===== config.mk =====
export PLATFORM = sky130hd
export DESIGN_NAME = facache_n
export DESIGN_NICKNAME = d
export VERILOG_FILES = /design/src/rtl/facache_n.sv
export SDC_FILE = /design/constraint.sdc
export NUM_CORES = 1
export LEC_CHECK = 0
export CAP_MARGIN = 20
export CELL_PAD_IN_SITES_DETAIL_PLACEMENT = 0
export CELL_PAD_IN_SITES_GLOBAL_PLACEMENT = 2
export CORE_ASPECT_RATIO = 0.6
export CORE_MARGIN = 2
export CORE_UTILIZATION = 37
export CTS_BUF_LIST = sky130_fd_sc_hd__clkbuf_4 sky130_fd_sc_hd__clkbuf_8
export DETAILED_ROUTE_END_ITERATION = 8
export PLACE_DENSITY_LB_ADDON = 0.1
export SLEW_MARGIN = 20
export SYNTH_ARGS = -nofsm -noshare
export SYNTH_HDL_FRONTEND = slang
export SYNTH_SLANG_ARGS = --single-unit

===== constraint.sdc =====
create_clock -name clk -period 8.3 [get_ports clk]
set_input_delay 1.66 -clock clk [delete_from_list [all_inputs] [get_ports clk]]
set_output_delay 1.66 -clock clk [all_outputs]
set_load 0.05 [all_outputs]

===== src/rtl/facache_n.sv =====
// rtl/facache_n.sv - parametrised fully-associative cache with true-LRU replacement
// Optional hit/miss statistics are built when FACACHE_N_STATS_EN is defined.
module facache_n #(
  parameter  int ADR_W   = 16,
  parameter  int DATA_W  = 16,
  parameter  int ENTRIES = 4,
  localparam int IDX_W   = $clog2(ENTRIES)
) (
  input  logic              clk,
  input  logic              rst,
  input  logic              rd_en,
  input  logic [ADR_W-1:0]  rd_adr,
  output logic [DATA_W-1:0] rd_data,
  output logic              rd_hit,
  output logic              rd_miss,
  input  logic              ins_valid,
  input  logic [ADR_W-1:0]  ins_adr,
  input  logic [DATA_W-1:0] ins_data,
  input  logic              inv_en,
  input  logic [ADR_W-1:0]  inv_adr,
  output logic              ev_valid,
  output logic [ADR_W-1:0]  ev_adr,
  output logic [DATA_W-1:0] ev_data,
  output logic [IDX_W:0]    occupancy,
  output logic [15:0]       hit_count,
  output logic [15:0]       miss_count
);
  localparam logic [IDX_W-1:0] AGE_LRU = IDX_W'(ENTRIES - 1);

  logic              r_v    [ENTRIES];
  logic [ADR_W-1:0]  r_tag  [ENTRIES];
  logic [DATA_W-1:0] r_data [ENTRIES];
  logic [IDX_W-1:0]  r_age  [ENTRIES];

  logic [DATA_W-1:0] r_rd_data;
  logic              r_rd_hit, r_rd_miss, r_ev_valid;
  logic [ADR_W-1:0]  r_ev_adr;
  logic [DATA_W-1:0] r_ev_data;
  logic [IDX_W:0]    r_occ;

  logic             w_rd_found, w_ins_found, w_inv_found, w_free_found;
  logic [IDX_W-1:0] w_rd_idx, w_ins_idx, w_inv_idx, w_free_idx, w_lru_idx;
  logic             w_inv_do, w_ins_do, w_fill, w_evict, w_touch_en;
  logic [IDX_W-1:0] w_ins_sel, w_touch_idx, w_touch_age, w_inv_age;

  // All lookups see the state as it stood at the start of the cycle.
  always_comb begin
    w_rd_found   = 1'b0;
    w_ins_found  = 1'b0;
    w_inv_found  = 1'b0;
    w_free_found = 1'b0;
    w_rd_idx     = '0;
    w_ins_idx    = '0;
    w_inv_idx    = '0;
    w_free_idx   = '0;
    w_lru_idx    = '0;
    for (int i = 0; i < ENTRIES; i++) begin
      if (r_v[i] && r_tag[i] == rd_adr) begin
        w_rd_found = 1'b1;
        w_rd_idx   = IDX_W'(i);
      end
      if (r_v[i] && r_tag[i] == ins_adr) begin
        w_ins_found = 1'b1;
        w_ins_idx   = IDX_W'(i);
      end
      if (r_v[i] && r_tag[i] == inv_adr) begin
        w_inv_found = 1'b1;
        w_inv_idx   = IDX_W'(i);
      end
      if (r_age[i] == AGE_LRU) w_lru_idx = IDX_W'(i);
    end
    for (int i = ENTRIES - 1; i >= 0; i--) begin
      if (!r_v[i]) begin
        w_free_found = 1'b1;
        w_free_idx   = IDX_W'(i);
      end
    end
  end

  // Invalidate wins over insert; an insert touch wins over a read-hit touch.
  always_comb begin
    w_inv_do    = inv_en && w_inv_found;
    w_ins_do    = ins_valid && !inv_en;
    w_fill      = w_ins_do && !w_ins_found && w_free_found;
    w_evict     = w_ins_do && !w_ins_found && !w_free_found;
    w_ins_sel   = w_ins_found ? w_ins_idx : (w_free_found ? w_free_idx : w_lru_idx);
    w_touch_en  = w_ins_do || (!w_inv_do && rd_en && w_rd_found);
    w_touch_idx = w_ins_do ? w_ins_sel : w_rd_idx;
    w_touch_age = r_age[w_touch_idx];
    w_inv_age   = r_age[w_inv_idx];
  end

  always_ff @(posedge clk or posedge rst) begin
    if (rst) begin
      for (int i = 0; i < ENTRIES; i++) begin
        r_v[i]    <= 1'b0;
        r_tag[i]  <= '0;
        r_data[i] <= '0;
        r_age[i]  <= IDX_W'(i);
      end
      r_rd_data  <= '0;
      r_rd_hit   <= 1'b0;
      r_rd_miss  <= 1'b0;
      r_ev_valid <= 1'b0;
      r_ev_adr   <= '0;
      r_ev_data  <= '0;
      r_occ      <= '0;
    end else begin
      r_rd_hit  <= rd_en && w_rd_found;
      r_rd_miss <= rd_en && !w_rd_found;
      if (rd_en) r_rd_data <= w_rd_found ? r_data[w_rd_idx] : '0;

      r_ev_valid <= w_evict;
      if (w_evict) begin
        r_ev_adr  <= r_tag[w_ins_sel];
        r_ev_data <= r_data[w_ins_sel];
      end

      if (w_ins_do) begin
        r_v[w_ins_sel]    <= 1'b1;
        r_tag[w_ins_sel]  <= ins_adr;
        r_data[w_ins_sel] <= ins_data;
      end
      if (w_inv_do) r_v[w_inv_idx] <= 1'b0;

      for (int i = 0; i < ENTRIES; i++) begin
        if (w_inv_do) begin
          if (IDX_W'(i) == w_inv_idx) r_age[i] <= AGE_LRU;
          else if (r_age[i] > w_inv_age) r_age[i] <= r_age[i] - IDX_W'(1);
        end else if (w_touch_en) begin
          if (IDX_W'(i) == w_touch_idx) r_age[i] <= '0;
          else if (r_age[i] < w_touch_age) r_age[i] <= r_age[i] + IDX_W'(1);
        end
      end

      if (w_fill) r_occ <= r_occ + (IDX_W+1)'(1);
      else if (w_inv_do) r_occ <= r_occ - (IDX_W+1)'(1);
    end
  end

`ifdef FACACHE_N_STATS_EN
  logic [15:0] r_hit_cnt, r_miss_cnt;

  always_ff @(posedge clk or posedge rst) begin
    if (rst) begin
      r_hit_cnt  <= '0;
      r_miss_cnt <= '0;
    end else if (rd_en) begin
      if (w_rd_found && r_hit_cnt != 16'hFFFF) r_hit_cnt <= r_hit_cnt + 16'd1;
      if (!w_rd_found && r_miss_cnt != 16'hFFFF) r_miss_cnt <= r_miss_cnt + 16'd1;
    end
  end

  assign hit_count  = r_hit_cnt;
  assign miss_count = r_miss_cnt;
`else
  assign hit_count  = 16'd0;
  assign miss_count = 16'd0;
`endif

  assign rd_data   = r_rd_data;
  assign rd_hit    = r_rd_hit;
  assign rd_miss   = r_rd_miss;
  assign ev_valid  = r_ev_valid;
  assign ev_adr    = r_ev_adr;
  assign ev_data   = r_ev_data;
  assign occupancy = r_occ;
endmodule


# ---- After elaboration in Yosys (flattened, before gate mapping)
# Index checks and enable logic that the tools add are counted.
# W data, S select, Z words.
dict set report word_totals {
  latch_bits 0
  mem_bits_rw 0
  memories 0
  elab_cells 207
  out_inout_bits 86
  reg_bits 194
  mem_bits_ro 0
}
dict set report op_classes {
  eq_ne 25
  shifts 0
  magnitude_cmp 14
  mux 87
  add_sub_neg 10
  div_mod_pow 0
  n_mul 0
  reduce_logical 41
  bitwise_logic 7
}
# operator count
set op_table {}
lappend op_table {{$eq A16 B16 Y1} 12}
lappend op_table {{$bwmux W64} 2}
lappend op_table {{$mux W16} 8}
lappend op_table {{$bmux W16 S2} 3}
lappend op_table {{$mux W2} 43}
lappend op_table {{$demux W16 S2} 1}
lappend op_table {{$logic_and A1 B1 Y1} 23}
lappend op_table {{$mux W1} 22}
lappend op_table {{$ge A3 B3 Y1 const B} 4}
lappend op_table {{$ne A3 B1 Y1 const B} 4}
lappend op_table {{$not A2 Y3} 4}
lappend op_table {{$reduce_and A3 Y1} 4}
lappend op_table {{$reduce_bool A3 Y1} 4}
lappend op_table {{$add A2 B1 Y2 const B} 4}
lappend op_table {{$bmux W2 S2} 2}
lappend op_table {{$eq A2 B2 Y1 const A} 4}
lappend op_table {{$gt A2 B2 Y1} 4}
lappend op_table {{$lt A2 B2 Y1} 4}
lappend op_table {{$mux W4} 2}
lappend op_table {{$sub A2 B1 Y2 const B} 4}
lappend op_table {{$eq A2 B2 Y1 const B} 3}
lappend op_table {{$lt A3 B1 Y1 const B} 2}
lappend op_table {{$mux W3} 2}
lappend op_table {{$logic_not A1 Y1} 5}
lappend op_table {{10 further kinds} 14}

# ---- Longest topological paths before layout
dict set report logic_depth {
  ltp_word 17
  depth_mapped 18
  depth_no_buf 17
}

# ---- Worst setup path before layout
# No wires, ideal clock.
dict set report synth_path {
  kind {input to register}
  start {in inv_adr[10]}
  end {reg r_age[5] (netlist bit)}
  t_arrival_ns 4.437
  t_required_ns 8.179
  setup_ns 0.121
  slack_ns 3.742
  stages 17
  path_buffers 1
  path_cell_list {xor2_1 nor4_1 nand2_1 or4_1 clkbuf_1 nor3b_1 o31a_1 a21oi_1 ha_1 inv_1 a21oi_1 a21oi_1 a21oi_1 nor2_1 a31oi_1 nand2_1 o22a_1}
}
dict set report synth_via {
  elab_chain_cells 13
  elab_cells_between_ends 32
  classes_between {order compare: 1; eq/ne: 6; mux: 12; bitwise: 1; reduce/logical: 12}
}
# item line
set synth_rtl {}
lappend synth_rtl {{from (decl)} 20} ;# input logic [ADR_W-1:0] inv_adr,
lappend synth_rtl {{parallel branches: the longest is 13 deep, another holds $gt A2 B2 Y1} n/a}
lappend synth_rtl {{to (signal, indexed assignment)} 99} ;# r_age[i] <= IDX_W'(i);
lappend synth_rtl {{to (decl)} 33} ;# logic [IDX_W-1:0] r_age [ENTRIES];
# Parallel ways; which one is timed is not known. The select of a mux whose other input is x is not followed.
# A chain may end at the register's enable or synchronous reset.

# ---- Worst setup path in the final report
dict set report layout_path {
  start {in ins_adr[12]}
  end {reg r_data[53] (netlist bit)}
}
dict set report layout_via {
  elab_chain_cells 13
  elab_cells_between_ends 23
  classes_between {order compare: 2; eq/ne: 4; mux: 11; bitwise: 1; reduce/logical: 5}
}
# item line
set layout_rtl {}
lappend layout_rtl {{from (decl)} 17} ;# input logic [ADR_W-1:0] ins_adr,
lappend layout_rtl {{$eq A16 B16 Y1} 62} ;# if (r_v[i] && r_tag[i] == ins_adr) begin
lappend layout_rtl {{$logic_and A1 B1 Y1} 62}
lappend layout_rtl {{$mux W1 (4 in a row)} 62}
lappend layout_rtl {{$mux W2 (*)} 86} ;# w_ins_sel = w_ins_found ? w_ins_idx : (w_free_found ? w_free_idx : w_lru_idx);
lappend layout_rtl {{$not A2 Y3 (implied by the code) (*)} 122} ;# r_data[w_ins_sel] <= ins_data;
lappend layout_rtl {{$ge A3 B3 Y1 (implied by the code) / $lt A3 B1 Y1 (equally long branches)} 122}
lappend layout_rtl {{$logic_and A1 B1 Y1 (implied by the code)} 122}
lappend layout_rtl {{$mux W16 (implied by the code)} 122}
lappend layout_rtl {{$demux W16 S2 (*)} 122}
lappend layout_rtl {{$bwmux W64 (*)} 122}
lappend layout_rtl {{to (signal, indexed assignment)} 122}
lappend layout_rtl {{to (decl)} 32} ;# logic [DATA_W-1:0] r_data [ENTRIES];
# Every way passes the cells marked *; elsewhere a longest branch is shown, timed or not.

==> impl_metrics.env <==
export IMPL_ys_seq_area_share_pct=39.52
export IMPL_p_clk_share_pct=13.4
export IMPL_grt_pass1_wl_mm=63.61
export IMPL_placement_cell_area_um2=13760
export IMPL_synth_top_family_by_area="multiplexers"
export IMPL_netlist_area_um2=12300
export IMPL_ant_nets=0
export IMPL_die_area_um2=34760
export IMPL_fin_crit_sh_pct=72.21
export IMPL_syn2layout_area_growth_pct=15.41
export IMPL_synthAdderAreaFrac_pct=1.445
export IMPL_drv_cap=0
export IMPL_cts_hold_buf=0
export IMPL_crit_arrival_ns=6.40
export IMPL_skew_ns=0.01998
export IMPL_netlist_instances=1234
export IMPL_cts_max_level=4
export IMPL_drc=0
export IMPL_ctsResizeCount=0
export IMPL_clkTransAtPathRegs_ns=0.10
export IMPL_intPower_uw=2758
export IMPL_num_vias=9444
export IMPL_status="complete, no violations"
export IMPL_cts_tree="yes"
export IMPL_clk_path_buf_depth=2
export IMPL_worstPathRequired_ns=8.71
export IMPL_final_nets=1386
export IMPL_sw_frac_of_total_pct=47.50
export IMPL_io_pins=155
export IMPL_synthXorXnorAreaFrac_pct=13.82
export IMPL_synth_top_area_share_pct=38.66
export IMPL_holdWs_ns=0.4810
export IMPL_start_util_pct=37.72
export IMPL_seqCellArea_um2=4860
export IMPL_p_per_area_nw_per_um2=370.1
export IMPL_first_iter_violations=936
export IMPL_power_switching_uw=2495
export IMPL_num_fill_cells=3230
export IMPL_power_leakage_uw=0.006051
export IMPL_seqPwrFrac_pct=35.2
export IMPL_core_area_um2=32610
export IMPL_antenna_found_initial=2
export IMPL_num_rows=51
export IMPL_detail_route_vias_per_cell=5.339
export IMPL_ir_drop_mv=0.1592
export IMPL_fp_dieH_um=145.2
export IMPL_ys_flop_type="dfrtp_1"
export IMPL_routedWlPerCell_um=24.36
export IMPL_final_layout_size_suffix_gt1_share_pct=17.30
export IMPL_slew_viol_final=0
export IMPL_insertion_delay_ns=0.53
export IMPL_min_period_ns=5.993
export IMPL_rsz0062_at_grt="false"
export IMPL_grt_max_degree=124
export IMPL_synth_edf_count=0
export IMPL_synth_common_cells="dfrtp_1 (190), mux2_2 (162), nand2_1 (118), o21ai_0 (109), xnor2_1 (106)"
export IMPL_avgSynthCellArea_um2=9.966
export IMPL_synth_compound_area_share_pct=10.32
export IMPL_multi_input_area_um2=6855
export IMPL_muxShareOfSynthArea_pct=17.68
export IMPL_place_hpwl_mm=32.07
export IMPL_ctsRootBufferMaster="clkbuf_8"
export IMPL_grt_ovfl_total=0
export IMPL_finalInstanceArea_um2=14190
export IMPL_track_usage_pct=25.26
export IMPL_die_width_um=239.4
export IMPL_gp_congestion=0.9819
export IMPL_synth_seq_cells=194
export IMPL_worstSetupPathType="input pin to flip-flop"
export IMPL_final_util_pct=43.53
export IMPL_synth_area_top_cells="dfrtp_1 (39%), mux2_2 (15%), xnor2_1 (7.5%)"
export IMPL_power_frac_comb_pct=51.4
export IMPL_numPortBuffers=122
export IMPL_endpoint_kind="flip-flop"
export IMPL_slew_headroom_pct=25.40
export IMPL_cts_buffers=17
export IMPL_cp_max_fo=46
export IMPL_ys_warn_count=0
export IMPL_fmax_mhz=166.8
export IMPL_worst_slew_pin_slew_ns=1.109
export IMPL_synthArstFlopShare_pct=100.0
export IMPL_yosys_area_share_simple_pct=11.22
export IMPL_cp_start_kind="input pin"
export IMPL_synthMostInstantiatedCell="dfrtp_1"
export IMPL_ys_types=68
export IMPL_grt_pass1_vias=9173
export IMPL_synth_area_leader_cell="dfrtp_1"
export IMPL_cts_num_sinks=194
export IMPL_hold_class="flip-flop to flip-flop"
export IMPL_post_cts_buffers=0
export IMPL_setup_violations=0
export IMPL_fin_setup_tns_ns=0
export IMPL_final_hold_violation_count=0
export IMPL_routed_wirelength_mm=43.10
export IMPL_first_pass_iters=5
[power by group through the flow]
stage | sequential [uW] | clock (uW) | combinational (uW)
6_report | 1850 | 705 | 2700
3_5_place_dp | 1850 | 0 | 2660
3_3_place_gp | 1840 | 0 | 2660
4_1_cts | 1830 | 722 | 2680
5_1_grt | 1900 | 764 | 2900
2_1_floorplan | 1930 | 0 | 1640
[flip-flops by register name, indices dropped and copies added (netlist names)]
register and cells:
ev_data 16, rd_data 16, ev_adr 16, r_tag 64, r_v 4, r_age 8
rd_hit 1, ev_valid 1, occupancy 3, rd_miss 1, r_data 64
[routing by layer]
| layer | vias up | part of all wire (%) | GRT usage (%) |
|---|---|---|---|
| met5 | - | 0.030 | 0 |
| met2 | 282 | 38 | 31.80 |
| met1 | 4712 | 54 | 41.78 |
| li1 | 4420 | - | - |
| met4 | 2 | 0.83 | 4.469 |
| met3 | 28 | 7.6 | 6.621 |
[final timing paths]
kind,start,to,slack [ns],depth (start not counted)
min in group asynchronous,rst,ev_data[9],1.74,2
setup reg to reg,r_tag[36],r_data[53],3.63,9
hold reg to reg,occupancy[2],occupancy[2],0.48,1
hold / removal,occupancy[2],occupancy[2],0.48,1
max in group asynchronous,rst,ev_data[5],5.06,3
setup / recovery,ins_adr[12],r_data[53],2.31,10
[area by class of cell]
| cell class | instances | area share (%) |
|---|---|---|
| antenna | 1 | 0.01763 |
| inverter | 36 | 1.005 |
| multi-input combinational | 920 | 48.30 |
| sequential | 194 | 34.24 |
| tap | 450 | 3.967 |
| clock buffer | 17 | 1.648 |
| timing repair buffer | 136 | 9.432 |
| clock inverter | 15 | 1.393 |
[cell families after synthesis]
group / count (synthesis)
xor gates and xnor gates: 194
DFF: 194
and+or+nand+nor: 275
other: 1
muxes: 197
adders and majority gates: 14
AOI/OAI and AO/OA: 208
buffers and inverters: 151
[through the flow]
step / total power (uW) / instances / setup WS, ns
after floorplan: 3570 / 1265 / 1.363
after global placement: 4506 / 1736 / 1.932
after detailed placement: 4512 / 1736 / 1.807
after CTS: 5228 / 1768 / 2.389
after global routing: 5559 / 1768 / 2.210
final: 5253 / 1769 / 2.307
[cells in the final DEF (no fill, tap or decap), drive strengths merged, types with 3 or more instances in the layout]
cell           instances
ha                    11
mux2                 162
or4                   10
xnor2                106
dfstp                  4
a211o                  3
a21oi                 28
nor3b                  7
clkbuf                17
inv                   41
nor2b                  3
dfrtp                190
clkdlybuf4s50        122
nor2                  28
or2                    3
o21ai                111
mux2i                 35
nor3                  13
nor4b                  3
bufinv                 3
buf                   14
nand2                118
nand4                 22
nor4                  33
and3                   3
clkinv                 5
nand3                 18
xor2                  88
and2                   3
a21boi                 5
o22ai                 19
o2111ai               16
conb                  32
[worst max-delay path, stage by stage]
cell and delay, ns:
clkdlybuf4s50_1 0.64, xor2_1 0.28, or4_1 0.55, or4_1 0.50, o22ai_1 0.20, o21ba_4 0.82
nand2_1 0.39, nor3_4 0.40, buf_4 0.49, mux2_2 0.39
Note: power is estimated with default switching activity, not from simulation.
==> RTL edit (same settings) <==
Change the parameter `DATA_W` from 16 to 32.
--- a/src/rtl/facache_n.sv
+++ b/src/rtl/facache_n.sv
@@ -3,5 +3,5 @@
 module facache_n #(
   parameter  int ADR_W   = 16,
-  parameter  int DATA_W  = 16,
+  parameter  int DATA_W  = 32,
   parameter  int ENTRIES = 4,
   localparam int IDX_W   = $clog2(ENTRIES)
Interface: changed (resized ev_data, ins_data and rd_data); port bits go from 155 to 203. The function was not compared with the original's and may differ.
==> RTL edit against the original RTL <==
Sequential share of layout area is 2.4 points higher; power is 44% higher; final area is 40% higher; critical path type unchanged; synthesized area is 36% higher; largest power group unchanged; sequential cell count is 96 higher; routed wire length is 30% higher; synthesized cell count is 25% higher; worst setup slack worse by 260 ps.
==> RTL edit: results (changes against the original RTL) <==
* WL met2 at 23300 um (was 16400 um)
* IO buf count at 170 (was 122)
* CTS H-tree depth at 2 (was 4)
* GR Layer Usage met2 at 0.344 (was 0.318)
* Max clock buf depth at 3 (was 2)
* Nets at 1771 (was 1386)
* Vias at 12556 (was 9444)
* Initial antenna violation count at 2 (unchanged)
* Top flop regs: r_data x128, r_tag x64 (was r_data x64, r_tag x64)
* Gr usage total at 0.241 (was 0.253)
* Worst Hold Class: flop to flop (unchanged)
* Largest cells by area after synthesis: dfrtp_1 43%, mux2_2 16%, xnor2_1 6.5% (was dfrtp_1 39%, mux2_2 15%, xnor2_1 7.5%)
* Setup slack, reg-to-reg at 3350 ps (was 3630 ps)
* Largest net degree at the start of global routing at 163 (was 124)
* Psw at 0.00322 W (was 0.00250 W)
* Setup bufs post-CTS at 0 (unchanged)
* CP max-delay cell: nor4_1 (was o21ba_4)
* Seq pwr share at 0.365 (was 0.352)
* Setup slack at placement at 1480 ps (was 1810 ps)
* DR vias/cell at 5.47 (was 5.34)
* CTS buffer count at 48 (was 17)
* Ys async rst share at 1.00 (unchanged)
* Crit share post-route at 0.754 (was 0.722)
* Clock Skew at 35.3 ps (was 20.0 ps)
* Area share of xor/xnor cells in the synthesized design at 0.101 (was 0.138)
* Status: completed (unchanged)
* CP peak stage delay at 1020 ps (was 820 ps)
* Worst-path clk slew at 60 ps (was 100 ps)
* DRT Wirelength at 56200 um (was 43100 um)
* Hpwl dp at 38000 um (was 32100 um)
* PwrDens at 381 nW/um^2 (was 370 nW/um^2)
* Crit path DAT at 6680 ps (was 6400 ps)
* Grt met3 use at 0.0588 (was 0.0662)
* Worst VDD drop at 0.201 mV (was 0.159 mV)
* Placed cells at 2213 (was 1736)
* Layout cell share with drive strength beyond 1 at 0.220 (was 0.173)
* Top post-synthesis cells by count: 286 x dfrtp_1, 241 x mux2_2, 124 x xnor2_1 (was 190 x dfrtp_1, 162 x mux2_2, 118 x nand2_1)
* Skew-Pair Late Insertion Delay at 600 ps (was 530 ps)
* Leakage at 8.46 nW (was 6.05 nW)
* Worst hold path cell count at 1 (unchanged)
* Top sig layer: met4 (was met5)
* Compound-Gate Fraction of Synth Area at 0.121 (was 0.103)
* Area post-placement at 18900 um^2 (was 13800 um^2)
* Seq/Total Area, Yosys at 0.434 (was 0.395)
* Cell variety after synth at 72 (was 68)
* Mux contribution to synthesized area at 0.197 (was 0.177)
* Slew headroom at 0.207 (was 0.254)
* Final hold slack at 471 ps (was 481 ps)
* Clock power frac at 0.177 (was 0.134)
* Synth Area per Inst at 10.9 um^2 (was 9.97 um^2)
* Post-Synth Adder-Cell Area at 0.0101 (was 0.0144)
* Layout filler cell count at 4259 (was 3230)
* Met1 WL at 27800 um (was 23100 um)
* FF+latch area at 7260 um^2 (was 4860 um^2)
* First-pass GRT wire length at 85100 um (was 63600 um)
* DRT iter0 DRCs at 848 (was 936)
* Global Route met1 Usage at 0.362 (was 0.418)
* Crit Path Max Fanout at 58 (was 46)
* Global placer's final weighted congestion at 0.982 (about the same)
* Wire length on met3 at 4050 um (was 3260 um)
[RTL edit: worst paths after layout]
kind | from | to
setup / recovery | ins_adr[13] | ev_data[30]
hold / removal | occupancy[2] | occupancy[2]
setup reg to reg | r_tag[61] | ev_data[30]
hold reg to reg | occupancy[2] | occupancy[2]
max in group asynchronous | rst | rd_data[3]
min in group asynchronous | rst | r_tag[17]
[RTL edit: worst max-delay path, delay by kind of cell]
| kind | cells | cell delay [ps] |
|---|---|---|
| mux | 1 | 410 |
| xor+xnor | 1 | 520 |
| compound gates | 4 | 1260 |
| buf+inv | 2 | 1470 |
| simple gates | 2 | 1220 |
[RTL edit: area by class of cell]
class / instances / share of cell area
diodes: 2 / 0.000252
clock buffers: 75 / 0.0463
clock inverters: 6 / 0.00334
inverters: 61 / 0.0117
multi-input cells: 1081 / 0.440
flip-flops and latches: 290 / 0.366
well taps: 589 / 0.0371
repair buffers: 192 / 0.0955
